[src/rtl/nvm_pkg.sv]
// Shared types for the NVM access sequencer: request opcodes, FSM states
// and a small helper used to size the strobe duration counter.
package nvm_pkg;

  typedef enum logic [1:0] {
    OP_RD  = 2'b00,
    OP_WR  = 2'b01,
    OP_ER  = 2'b10,
    OP_RSV = 2'b11
  } op_e;

  typedef enum logic [2:0] {
    S_IDLE   = 3'd0,
    S_ERASE  = 3'd1,
    S_WRITE  = 3'd2,
    S_READ   = 3'd3,
    S_VERIFY = 3'd4,
    S_DONE   = 3'd5
  } state_e;

  // Largest of three strobe durations; sizes the shared down-counter.
  function automatic int max3(input int a, input int b, input int c);
    int m;
    m = a;
    if (b > m) m = b;
    if (c > m) m = c;
    return m;
  endfunction

endpackage

[src/rtl/nvm_timer.sv]
// Strobe duration counter: loads a start value, counts down to zero and
// parks there. The zero flag tells the sequencer the current phase is over.
module nvm_timer #(
  parameter int CW = 4
) (
  input  logic          clk,
  input  logic          nreset,
  input  logic          load,
  input  logic [CW-1:0] load_val,
  output logic          zero
);

  logic [CW-1:0] count_reg;

  // Load on phase entry, otherwise count down and hold at zero.
  always_ff @(posedge clk) begin
    if (!nreset) begin
      count_reg <= '0;
    end else if (load) begin
      count_reg <= load_val;
    end else if (count_reg != '0) begin
      count_reg <= count_reg - 1'b1;
    end
  end

  assign zero = (count_reg == '0);

endmodule

[src/rtl/nvm_ctrl.sv]
// NVM access sequencer between the core and the eeprom macro. Accepts one
// request at a time, drives mutually exclusive erase/write/read strobes with
// fixed durations, optionally erases before writing, verifies writes by
// reading them back and reports completion with a one-cycle response pulse.
module nvm_ctrl
  import nvm_pkg::*;
#(
  parameter int DW         = 8,
  parameter int AW         = 8,
  parameter int T_RD       = 1,
  parameter int T_WR       = 4,
  parameter int T_ERASE    = 8,
  parameter bit AUTO_ERASE = 1'b1
) (
  input  logic          clk,
  input  logic          nreset,
  input  logic          req_valid,
  output logic          req_ready,
  input  logic [1:0]    req_op,
  input  logic [AW-1:0] req_addr,
  input  logic [DW-1:0] req_wdata,
  output logic          rsp_valid,
  output logic [DW-1:0] rsp_rdata,
  output logic          rsp_err,
  output logic          busy,
  output logic [AW-1:0] ee_addr,
  output logic [DW-1:0] ee_wdata,
  input  logic [DW-1:0] ee_rdata,
  output logic          ee_wr,
  output logic          ee_rd,
  output logic          ee_erase
);

  localparam int TMAX = max3(T_RD, T_WR, T_ERASE);
  localparam int CW   = (TMAX < 1) ? 1 : $clog2(TMAX + 1);

  state_e        state_reg, state_next;
  op_e           op_reg;
  logic [AW-1:0] addr_reg;
  logic [DW-1:0] wdata_reg;
  logic [DW-1:0] rdata_reg;
  logic          err_reg;
  logic          ready_reg;
  logic          rsp_valid_reg;
  logic          wr_reg, rd_reg, erase_reg;

  logic          accept;
  logic          timer_zero;
  logic          timer_load;
  logic [CW-1:0] timer_load_val;
  logic [DW-1:0] diff;
  logic          mismatch;

  assign accept = req_valid && (state_reg == S_IDLE);

  // Bitwise readback comparison against the data that was written.
  genvar gi;
  generate
    for (gi = 0; gi < DW; gi++) begin : g_cmp
      assign diff[gi] = ee_rdata[gi] ^ wdata_reg[gi];
    end
  endgenerate
  assign mismatch = |diff;

  // Phase timer: reloaded whenever the FSM moves to a different state.
  nvm_timer #(.CW(CW)) u_timer (
    .clk      (clk),
    .nreset   (nreset),
    .load     (timer_load),
    .load_val (timer_load_val),
    .zero     (timer_zero)
  );

  // State register.
  always_ff @(posedge clk) begin
    if (!nreset) begin
      state_reg <= S_IDLE;
    end else begin
      state_reg <= state_next;
    end
  end

  // Next-state logic and duration selection for the state being entered.
  always_comb begin
    state_next     = state_reg;
    timer_load     = 1'b0;
    timer_load_val = '0;
    case (state_reg)
      S_IDLE: begin
        if (accept) begin
          case (op_e'(req_op))
            OP_RD:   state_next = S_READ;
            OP_WR:   state_next = AUTO_ERASE ? S_ERASE : S_WRITE;
            OP_ER:   state_next = S_ERASE;
            default: state_next = S_DONE;
          endcase
        end
      end
      S_ERASE: begin
        if (timer_zero) state_next = (op_reg == OP_WR) ? S_WRITE : S_DONE;
      end
      S_WRITE: begin
        if (timer_zero) state_next = S_VERIFY;
      end
      S_READ: begin
        if (timer_zero) state_next = S_DONE;
      end
      S_VERIFY: begin
        if (timer_zero) state_next = S_DONE;
      end
      S_DONE: begin
        state_next = S_IDLE;
      end
      default: begin
        state_next = S_IDLE;
      end
    endcase

    if (state_next != state_reg) begin
      timer_load = 1'b1;
      case (state_next)
        S_ERASE:  timer_load_val = CW'(T_ERASE - 1);
        S_WRITE:  timer_load_val = CW'(T_WR - 1);
        S_READ:   timer_load_val = CW'(T_RD - 1);
        S_VERIFY: timer_load_val = CW'(T_RD - 1);
        default:  timer_load_val = '0;
      endcase
    end
  end

  // Registered strobes and handshake outputs, decoded from the next state
  // so they line up exactly with the state they belong to.
  always_ff @(posedge clk) begin
    if (!nreset) begin
      ready_reg     <= 1'b1;
      rsp_valid_reg <= 1'b0;
      erase_reg     <= 1'b0;
      wr_reg        <= 1'b0;
      rd_reg        <= 1'b0;
    end else begin
      ready_reg     <= (state_next == S_IDLE);
      rsp_valid_reg <= (state_next == S_DONE);
      erase_reg     <= (state_next == S_ERASE);
      wr_reg        <= (state_next == S_WRITE);
      rd_reg        <= (state_next == S_READ) || (state_next == S_VERIFY);
    end
  end

  // Request capture, read data capture and error flag.
  always_ff @(posedge clk) begin
    if (!nreset) begin
      op_reg    <= OP_RD;
      addr_reg  <= '0;
      wdata_reg <= '0;
      rdata_reg <= '0;
      err_reg   <= 1'b0;
    end else begin
      if (accept) begin
        op_reg    <= op_e'(req_op);
        addr_reg  <= req_addr;
        wdata_reg <= req_wdata;
        // A reserved op completes immediately with the error flag raised;
        // any other op starts with the flag cleared.
        err_reg   <= (op_e'(req_op) == OP_RSV);
      end
      // Sample the macro on the edge that closes the last read cycle.
      if (((state_reg == S_READ) || (state_reg == S_VERIFY)) && timer_zero) begin
        rdata_reg <= ee_rdata;
      end
      if ((state_reg == S_VERIFY) && timer_zero) begin
        err_reg <= mismatch;
      end
    end
  end

  assign req_ready = ready_reg;
  assign busy      = !ready_reg;
  assign rsp_valid = rsp_valid_reg;
  assign rsp_rdata = rdata_reg;
  assign rsp_err   = err_reg;
  assign ee_addr   = addr_reg;
  assign ee_wdata  = wdata_reg;
  assign ee_wr     = wr_reg;
  assign ee_rd     = rd_reg;
  assign ee_erase  = erase_reg;

endmodule

[config.mk]
export PLATFORM = sky130hd
export DESIGN_NAME = nvm_ctrl
export DESIGN_NICKNAME = d
export VERILOG_FILES = /design/src/rtl/nvm_pkg.sv /design/src/rtl/nvm_timer.sv /design/src/rtl/nvm_ctrl.sv
export SDC_FILE = /design/constraint.sdc
export NUM_CORES = 1
export LEC_CHECK = 0
export CAP_MARGIN = 20
export CELL_PAD_IN_SITES_DETAIL_PLACEMENT = 0
export CELL_PAD_IN_SITES_GLOBAL_PLACEMENT = 2
export CORE_MARGIN = 2
export CORE_UTILIZATION = 28
export DETAILED_ROUTE_END_ITERATION = 8
export GPL_TIMING_DRIVEN = 0
export PLACE_DENSITY = 0.83
export SLEW_MARGIN = 20
export SYNTH_ARGS = -nofsm -noshare
export SYNTH_HDL_FRONTEND = slang
export SYNTH_HIERARCHICAL = 1
export SYNTH_SLANG_ARGS = --single-unit
[constraint.sdc]
create_clock -name clk -period 4.4 [get_ports clk]
set_clock_uncertainty 0.1 [all_clocks]
set_input_delay 1.1 -clock clk [delete_from_list [all_inputs] [get_ports clk]]
set_output_delay 1.1 -clock clk [all_outputs]
set_load 0.1 [all_outputs]
# Word-level counts from Yosys, hierarchy flattened
# Index checks and enable logic that the tools add are counted.
dict set report word_totals {
  ff_bits 39
  word_cells 65
}
dict set report classes {
  addsub 1
  eq_ne 14
  mux 14
  n_bitwise 8
  n_reduce_logical 16
}
# op n
set op_table {}
lappend op_table {{$mux 3} 6}
lappend op_table {{$eq 3x2->1 const B} 4}
lappend op_table {{$pmux 3 s2} 2}
lappend op_table {{$pmux 3 s4} 1}
lappend op_table {{$eq 3x3->1 const B} 3}
lappend op_table {{$mux 4} 2}
lappend op_table {{$reduce_or 8->1} 1}
lappend op_table {{$xor 1x1->1} 8}
lappend op_table {{$eq 3x1->1 const B} 2}
lappend op_table {{$logic_not 3->1} 2}
lappend op_table {{$eq 2x1->1 const B} 2}
lappend op_table {{$eq 2x2->1 const B} 2}
lappend op_table {{$logic_not 4->1} 1}
lappend op_table {{$reduce_bool 2->1} 2}
lappend op_table {{$reduce_bool 4->1} 1}
lappend op_table {{$reduce_or 2->1} 2}
lappend op_table {{$sub 4x1->4 const B} 1}
lappend op_table {{$logic_and 1x1->1} 3}
lappend op_table {{$mux 1} 3}
lappend op_table {{$ne 3x3->1} 1}
lappend op_table {{$logic_not 2->1} 1}
lappend op_table {{$logic_or 1x1->1} 2}
lappend op_table {{$logic_not 1->1} 1}

# Longest topological paths before layout
dict set report logic_depth {
  word_depth 9
  mapped_depth 10
  depth_no_buf 10
}

# Hierarchy
# The synthesis kept the hierarchy.
# module n_inst cells_each area_per_inst_um2 seq_area_each_um2
set modules_own_cells {}
lappend modules_own_cells {nvm_ctrl 1 171 1539.0 700.7}
lappend modules_own_cells {nvm_timer 1 23 230.2 80.1}

# Least setup slack after synthesis
# OpenSTA, ideal clock, no wires.
dict set report synth_path {
  path_type {register -> output}
  startpoint {register ready_reg (netlist: req_ready)}
  endpoint {output port busy}
  arrival_ns 1.610
  required_time_ns 3.200
  path_slack_ns 1.590
  stages_incl_launch_ff 2
  n_path_buf 0
  path_cell_list {dfxtp_1 inv_1}
}
dict set report synth_via {
  elab_chain_cells 1
}
# element line_no
set synth_lines {}
lappend synth_lines {{start: declaration} nvm_ctrl.sv:43} ;# logic ready_reg;
lappend synth_lines {{start signal: assignment} nvm_ctrl.sv:141} ;# ready_reg <= (state_next == S_IDLE);
lappend synth_lines {{$logic_not 1->1} nvm_ctrl.sv:177} ;# assign busy = !ready_reg;
lappend synth_lines {{end: declaration} nvm_ctrl.sv:25} ;# output logic busy,
# No other way between the ends.

# Worst setup path after layout
dict set report layout_path {
  startpoint {register wdata_reg[7] (netlist: ee_wdata[7])}
  endpoint {output port ee_wdata[7]}
}
# element line_no
set layout_lines {}
lappend layout_lines {{start: declaration} nvm_ctrl.sv:40} ;# logic [DW-1:0] wdata_reg;
lappend layout_lines {{start signal: assignment} nvm_ctrl.sv:161} ;# wdata_reg <= req_wdata;
lappend layout_lines {{end: declaration} nvm_ctrl.sv:27} ;# output logic [DW-1:0] ee_wdata,
# No word-level cell between the ends.

==> reports/metrics.yaml <==
timing:
  worstMarginPinSlew_ns: 1.008
  setup_viol: 0
  hold_ws_ns: 0.3523
  rsz0062_at_grt: "false"
  finalCritPeriodShare: 0.6939
  max_slew_margin: 0.3261
  period_minus_slack_ns: 3.053
  fmax_ghz: 0.3275
  setup_tns_ns: 0
  finalHoldViolCount: 0
  slew_violations: 0
  final.setup.worst_slack_ns: 1.347
synth:
  yosysUniqueCellTypes: 42
  synth_top_area_frac: 0.4413
  yosysTopAreaCell: "dfxtp_1"
  synth_edf_count: 0
  ys_ff_latch: 39
  syn_inst: 194
  ys_seq_area_frac: 0.4413
  yosys_warnings: 6
  yosys-top-cells-area: "dfxtp_1 44%, nand2_1 8.7%, mux2i_1 5.1%"
  synthMostInstantiatedCell: "nand2_1"
  ys.flop_type: "dfxtp_1"
  synthArstFlopShare: 0
  synthTopCellsByCount: "41 x nand2_1, 39 x dfxtp_1, 11 x a21boi_1"
  synth.net_count: 224
  synth_area_per_cell_um2: 9.120
  syn_area_um2: 1769
grt:
  grt_pass1_wl_um: 7148
  grt_usage: 0.1270
  grt_overflow_total: 0
  grt_max_degree: 12
  antenna_found_initial: 0
  grt_pass1_vias: 1502
clocking:
  cts_tree: "done"
  worstSkewPairLatency_ns: 0.28
  clock-root-buffer: "clkbuf_8"
  cts.path.max_buffers: 2
  clock-sinks: 39
  cts_hold_buffers: 0
  cts_htree_levels: 2
  post_cts_buffers: 0
  ctsResizeCount: 0
  cts_inserted_buffers: 5
  clk_pin_slew_ns: 0.08
floorplanning:
  rows: 28
  initial_core_util: 0.2936
  die_h_um: 83.49
  die_area_um2: 6971
  fp.dieW_um: 83.49
  coreArea_um2: 6026
  ioPinCount: 60
route:
  vias: 1508
  drtIter0Drc: 24
  ant_nets: 0
  wl_um: 4205
  wl_per_cell_um: 12.55
  vias_per_cell: 4.501
  drtPass1Iterations: 4
  drc: 0
power_and_ir_drop:
  pwr-share-comb: 0.529
  finalPower_mw: 1.627
  switching_share: 0.4686
  power_frac_seq: 0.293
  power_density_nw_per_um2: 636.6
  vdd_drop_max_mv: 0.3966
  p_sw_mw: 0.7626
  power.internal_mw: 0.8647
  pwr-share-clk: 0.178
  cellLeakagePower_nw: 0.9860
setup_path:
  r2r_start: "u_timer/count_reg[0]$_SDFFE_PN0P_"
  reg2reg_slack_ns: 1.91
  r2r-end: "u_timer/count_reg[2]$_SDFFE_PN0P_"
  critical_path.max_fanout: 3
  cp-end-kind: "output port"
  critPathSlowestCell: "clkdlybuf4s50_1"
  rr_worst_depth: 9
  critPathLaunchType: "register"
  crit_buf_inv: 1
  slowest_delay_ns: 1.17
  path_cells: "clkdlybuf4s50_1"
  critPathArrivalTime_ns: 1.85
  crit_type: "reg -> out"
  cp.required_ns: 3.20
  crit_family: "buffers and inverters"
worst_hold_path:
  hold_end: "op_reg[1]$_SDFFE_PN0P_"
  min_from: "op_reg[1]$_SDFFE_PN0P_"
  worstHoldPathType: "reg -> reg"
  min_path_cells: 2
final_layout:
  fillers: 625
  post-route-util: 0.4242
  num_antenna_cells: 0
  final_area_um2: 2556
  multiInputGateArea_um2: 932.1
  drive_gt1_frac: 0.09231
  nNetsFinal: 290
  area_growth_pct: 44.48
  ff_latch_area_um2: 780.7
  instances_no_fill: 335
placed_design:
  placed_area_um2: 2454
  gp_congestion: 0.7537
  placedCellCount: 328
  dp_hpwl_um: 3169
  dpl_worst_slack_ns: 1.342
  portBuffers: 59
job:
  drv_cap: 0
status:
  status: "finished clean"
## cells in the final DEF (no fill, tap or decap), drive strengths merged, types with 4 or more instances in the layout
cell | netlist | final
a21boi | 19 | 19
clkdlybuf4s50 | 0 | 59
nor2 | 5 | 5
xnor2 | 10 | 10
and2 | 5 | 5
nand3 | 4 | 4
clkbuf | 3 | 9
buf | 4 | 4
o21ai | 10 | 10
inv | 6 | 6
mux2i | 9 | 9
nand2 | 41 | 41
dfxtp | 39 | 39
nor2b | 10 | 10
## kinds of logic after synthesis
family | synth area share
other cells | 0.002120
buf+inv | 0.03182
mux | 0.06365
flops | 0.4413
fa+ha+maj | 0.007071
simple gates | 0.2419
compound gates | 0.1627
xor+xnor | 0.04950
## worst max path at each step
stage	startpoint	endpoint	slack, ns	cells past startpoint
4_1_cts	ee_wdata[7]$_SDFFE_PN0P_	ee_wdata[7]	1.33	1
3_3_place_gp	req_valid	u_timer/count_reg[1]$_SDFFE_PN0P_	1.33	8
6_report	ee_wdata[7]$_SDFFE_PN0P_	ee_wdata[7]	1.35	1
3_5_place_dp	req_valid	u_timer/count_reg[1]$_SDFFE_PN0P_	1.34	8
2_1_floorplan	req_ready$_SDFF_PN1_	busy	1.59	1
5_1_grt	ee_wdata[3]$_SDFFE_PN0P_	ee_wdata[3]	1.31	1
## final cells by class
class                           instances  area share
Timing Repair Buffer                   59      0.2310
Multi-Input combinational cell        142      0.3647
Clock buffer                            6     0.02839
Clock inverter                          1     0.01175
Buffer                                  7     0.01322
Sequential cell                        39      0.3054
Inverter                                6    0.008811
Tap cell                               75     0.03671
## power by group through the flow
stage	combinational, mW	sequential [mW]	clock (mW)
5_1_grt	0.921	0.489	0.312
6_report	0.861	0.477	0.289
4_1_cts	0.870	0.478	0.297
3_3_place_gp	0.866	0.486	0
2_1_floorplan	0.357	0.798	0
3_5_place_dp	0.869	0.486	0
## per-layer routing
layer,wire length (µm),global-route usage,up-vias
li1,-,-,788
met1,2056,0.1731,673
met2,1844,0.1884,37
met3,189,0.03462,10
met4,113,0.05425,0
met5,0,0,-
No activity file was read; power rests on OpenSTA's default activity.
==> RTL change 1, RTL diff (same settings) <==
Set the parameter `AUTO_ERASE` to 1'b0 (it was 1'b1).
--- a/src/rtl/nvm_ctrl.sv
+++ b/src/rtl/nvm_ctrl.sv
@@ -10,7 +10,7 @@
   parameter int T_RD       = 1,
   parameter int T_WR       = 4,
   parameter int T_ERASE    = 8,
-  parameter bit AUTO_ERASE = 1'b1
+  parameter bit AUTO_ERASE = 1'b0
 ) (
   input  logic          clk,
   input  logic          nreset,
Behaviour: not the same (a bounded check fails within 4 cycles, from zero or initial values and one cycle with nreset low).
==> RTL change 1 against the original RTL <==
Cell area down 3.8%. Sequential cell count unchanged. Routed wire length down 3.1%. Combinational power up 11%. Area after synthesis down 4.5%. Count of clock-buffer cells in the layout unchanged. Worst hold slack better by 0.0054 ns. Clock power down 18%. Total power up 2.4%. Worst setup slack better by 0.017 ns. Via count down 1.4%. First-iteration DRC count rose to 3.4 times the old value. Largest cell class unchanged.
==> RTL change 1: results (changes against the original RTL) <==
metric;value;unit;change
post-place-ws;1.22;ns;-0.123 ns
period_share;69.0;%;-0.39 points
vias;1487;;-1.4%
dp_cells;329;;+0.30%
tightest_slew;0.991;ns;-0.0163 ns
sw_frac_of_total;50.4;%;+3.6 points
drt_iter0_drc;82;;+240%
ys.flop_type;dfxtp_1;;
ir_worst_vdd;0.313;mV;-21%
hpwl;2960;um;-6.7%
place_area;0.00237;sq mm;-3.2%
yosys_warnings;6;;unchanged
reg2reg_slack;1.84;ns;-0.07 ns
syn-instance-count;195;;+0.52%
hold_end;ee_addr[0];;
crit_slowest_cell;clkdlybuf4s50_1;;
critPathMaxFanout;3;;unchanged
synth_xor_area_share;5.70;%;+0.75 points
synth.distinct_cells;38;;-9.5%
synth_compound_area_share;13.0;%;-3.3 points
syn_nets;225;;+0.45%
grt_usage;13.1;%;+0.43 points
numPortBuffers;59;;unchanged
yosys-top-cells-area;dfxtp_1 46%, nand2_1 9.1%, xnor2_1 5.7%, a21oi_1 5.6%, mux2i_1 5.3%;;
crit_path_end;ee_wdata[7];;
power.leakage;0.966;nW;-2.0%
synth_common_cells;41 x nand2_1, 39 x dfxtp_1, 19 x a21oi_1;;
grt_pass1_wl;6540;um;-8.5%
r2r-end;u_timer/count_reg[3];;
cp-startpoint;ee_wdata[7];;
grt_max_degree;13;;+1
place.gp.congestion;0.814;;+8.0%
whs;0.358;ns;+0.00537 ns
powerSeq;0.478;mW;about the same
first_pass_iters;4;;unchanged
wl;4070;um;-3.1%
fin_cells;337;;+0.60%
path_clk_slew;0.08;ns;about the same
finalNetCount;291;;+0.34%
drive_above_1_share;8.78;%;-0.45 points
grt_pass1_vias;1387;;-7.7%
r2r.worst_path.cells;10;;+1
yosysSeqAreaShare;46.2;%;+2.1 points
finalPower;1.67;mW;+2.4%
holdPathStages;2;;unchanged
p_comb_share;57.2;%;+4.3 points
hp-start;ee_addr[0];;
status;finished clean;;
synth_fa_ha_area_share;0.740;%;+0.033 points
synth_mux_area_share;6.88;%;+0.52 points
cts_resized;0;;unchanged
[RTL change 1: cell count changes in the layout (fill, tap and decap cells not counted), sizes merged, moves of 2 or more]
| cell | delta |
|---|---|
| nand3 | +2 |
| nor2 | +11 |
| and2 | -5 |
| nor2b | -10 |
| inv | +3 |
| nand2b | +2 |
| a21oi | +17 |
| a21boi | -19 |
| o21ai | -3 |
[RTL change 1: per-layer routing]
layer	share of wire [%]	vias to the layer above	global-route usage (%)
met5	0	-	0
li1	-	783	-
met1	48	662	16.8
met2	45	34	20.2
met3	4.7	8	3.74
met4	2.0	0	6.50
[RTL change 1: layout make-up]
| class | instances | area (sq um) |
|---|---|---|
| fillers | 658 | 3430 |
| multi-input cells | 139 | 835 |
| flip-flops and latches | 39 | 781 |
| repair buffers | 59 | 591 |
| well taps | 75 | 93.8 |
| clock buffers | 6 | 72.6 |
| plain buffers | 8 | 41.3 |
| inverters | 9 | 33.8 |
| clock inverters | 2 | 12.5 |
==> RTL change 2, RTL diff (config.mk and constraints unchanged) <==
Without the edit above. Encoding of `state_e`: now Gray code (3 bits for 6 states).
--- a/src/rtl/nvm_pkg.sv
+++ b/src/rtl/nvm_pkg.sv
@@ -10,12 +10,12 @@
   } op_e;
 
   typedef enum logic [2:0] {
-    S_IDLE   = 3'd0,
-    S_ERASE  = 3'd1,
-    S_WRITE  = 3'd2,
-    S_READ   = 3'd3,
-    S_VERIFY = 3'd4,
-    S_DONE   = 3'd5
+    S_IDLE   = 3'b000,
+    S_ERASE  = 3'b001,
+    S_WRITE  = 3'b011,
+    S_READ   = 3'b010,
+    S_VERIFY = 3'b110,
+    S_DONE   = 3'b111
   } state_e;
 
   // Largest of three strobe durations; sizes the shared down-counter.
Behaviour: no difference found for any inputs over 10 cycles, from zero or initial values and one cycle with nreset low; not proved beyond that.
==> RTL change 2 against the original RTL <==
Sequential cell count unchanged. Final cell count up 1.5%. Worst setup slack worse by 0.33 ns. Cell area down 1.4%. Critical endpoint is now u_timer/count_reg[0]. Area after synthesis down 0.85%. Via count up 0.60%. Routed wire length up 0.59%. Sequential power up 4%. Total power up 18%.
==> RTL change 2: results (changes against the original RTL) <==
metric;value;unit;change
antenna_found_initial;0;;unchanged
r2r.worst_path.cells;10;;+1
r2r-end;u_timer/count_reg[0];;
cp-startpoint;req_op[0];;
place.gp.congestion;0.796;;+5.7%
drive_above_1_share;7.55;%;-1.7 points
ir_worst_vdd;0.626;mV;+58%
synth_mux_area_share;5.78;%;-0.59 points
clockBufferDepth;2;;unchanged
reg2reg_from;u_timer/count_reg[0];;
critPathArrivalTime;3.46;ns;+1.61 ns
cts_buffers;5;;unchanged
yosys-top-cells-area;dfxtp_1 45%, nand2_1 8.8%, a21oi_1 6.3%, mux2i_1 5.1%, xnor2_1 5.0%;;
power.leakage;0.978;nW;-0.83%
finalNetCount;297;;+2.4%
cp-end-kind;flip-flop;;
status;finished clean;;
crit_family;compound AO/OA/AOI/OAI gates;;
grt_usage;13.0;%;+0.33 points
synth_fa_ha_area_share;2.85;%;+2.1 points
grt_pass1_wl;7290;um;+1.9%
yosysSeqAreaShare;44.5;%;+0.38 points
whs;0.357;ns;+0.00463 ns
critPathMaxFanout;6;;+3
synth_common_cells;41 x nand2_1, 39 x dfxtp_1, 22 x a21oi_1;;
hpwl;3050;um;-3.7%
grt_pass1_vias;1549;;+3.1%
synth_xor_area_share;4.99;%;+0.042 points
viasPerCell;4.46;;-0.88%
synthArstFlopShare;0;%;unchanged
n_fill_cell;615;;-1.6%
synth_compound_area_share;13.0;%;-3.3 points
wl;4230;um;+0.59%
min_path_type;reg -> reg;;
maxCapViolations;0;;unchanged
tightest_slew;0.995;ns;-0.0122 ns
cts_resized;0;;unchanged
cts-root-buf;clkbuf_8;;
ys.flop_type;dfxtp_1;;
reg2reg_slack;1.73;ns;-0.18 ns
critical-path-max-stage-delay;0.52;ns;-0.65 ns
period_share;76.9;%;+7.5 points
syn_nets;231;;+3.1%
drt_iter0_drc;75;;+210%
post-place-ws;0.729;ns;-0.613 ns
[RTL change 2: layout make-up]
type	count	area, sq um	share of cell area (%)
plain buffers	10	58.8	2.33
clock buffers	7	76.3	3.03
clock inverters	1	5.00	0.199
inverters	8	30.0	1.19
multi-input cells	141	885	35.1
flip-flops and latches	39	781	31.0
well taps	75	93.8	3.72
repair buffers	59	591	23.4
[RTL change 2: layer usage]
| layer | vias up | GRT usage [%] | part of all wire [%] |
|---|---|---|---|
| met5 | - | 0 | 0 |
| met4 | 0 | 4.02 | 0.90 |
| met3 | 4 | 4.37 | 6.0 |
| met2 | 38 | 21.3 | 45 |
| met1 | 670 | 16.2 | 48 |
| li1 | 805 | - | - |
[RTL change 2: report_power, final]
part           leakage [nW]  switching (mW)  internal (mW)
clock                0.0422           0.118          0.111
combinational         0.616           0.826          0.363
sequential            0.319          0.0521          0.443
total                 0.978           0.996          0.918
[RTL change 2: cells by family (layout without fill, tap and decap cells)]
family	after synthesis	count (layout)
AO/OA/AOI/OAI	35	35
XOR/XNOR	10	10
adder cells (fa/ha/maj)	4	4
buffers and inverters	18	85
flip-flops	39	39
multiplexers	10	10
other	1	1
AND/OR/NAND/NOR	81	81
[RTL change 2: per-stage QoR]
step	cell area, sq um	util (%)	instances
after floorplan	1750	-	198
after global placement	2440	40.7	332
after detailed placement	2440	40.7	332
after CTS	2520	42.1	340
after global routing	2520	42.1	340
final	2520	42.1	340
[RTL change 2: worst min-delay path by stage]
stage,endpoint,start,cells after the start
floorplan,op_reg[1],op_reg[1],2
global placement,op_reg[1],op_reg[1],2
detailed placement,ee_addr[6],ee_addr[6],2
CTS,ee_addr[6],ee_addr[6],2
global route,ee_addr[1],ee_addr[1],2
finish,ee_addr[1],ee_addr[1],2
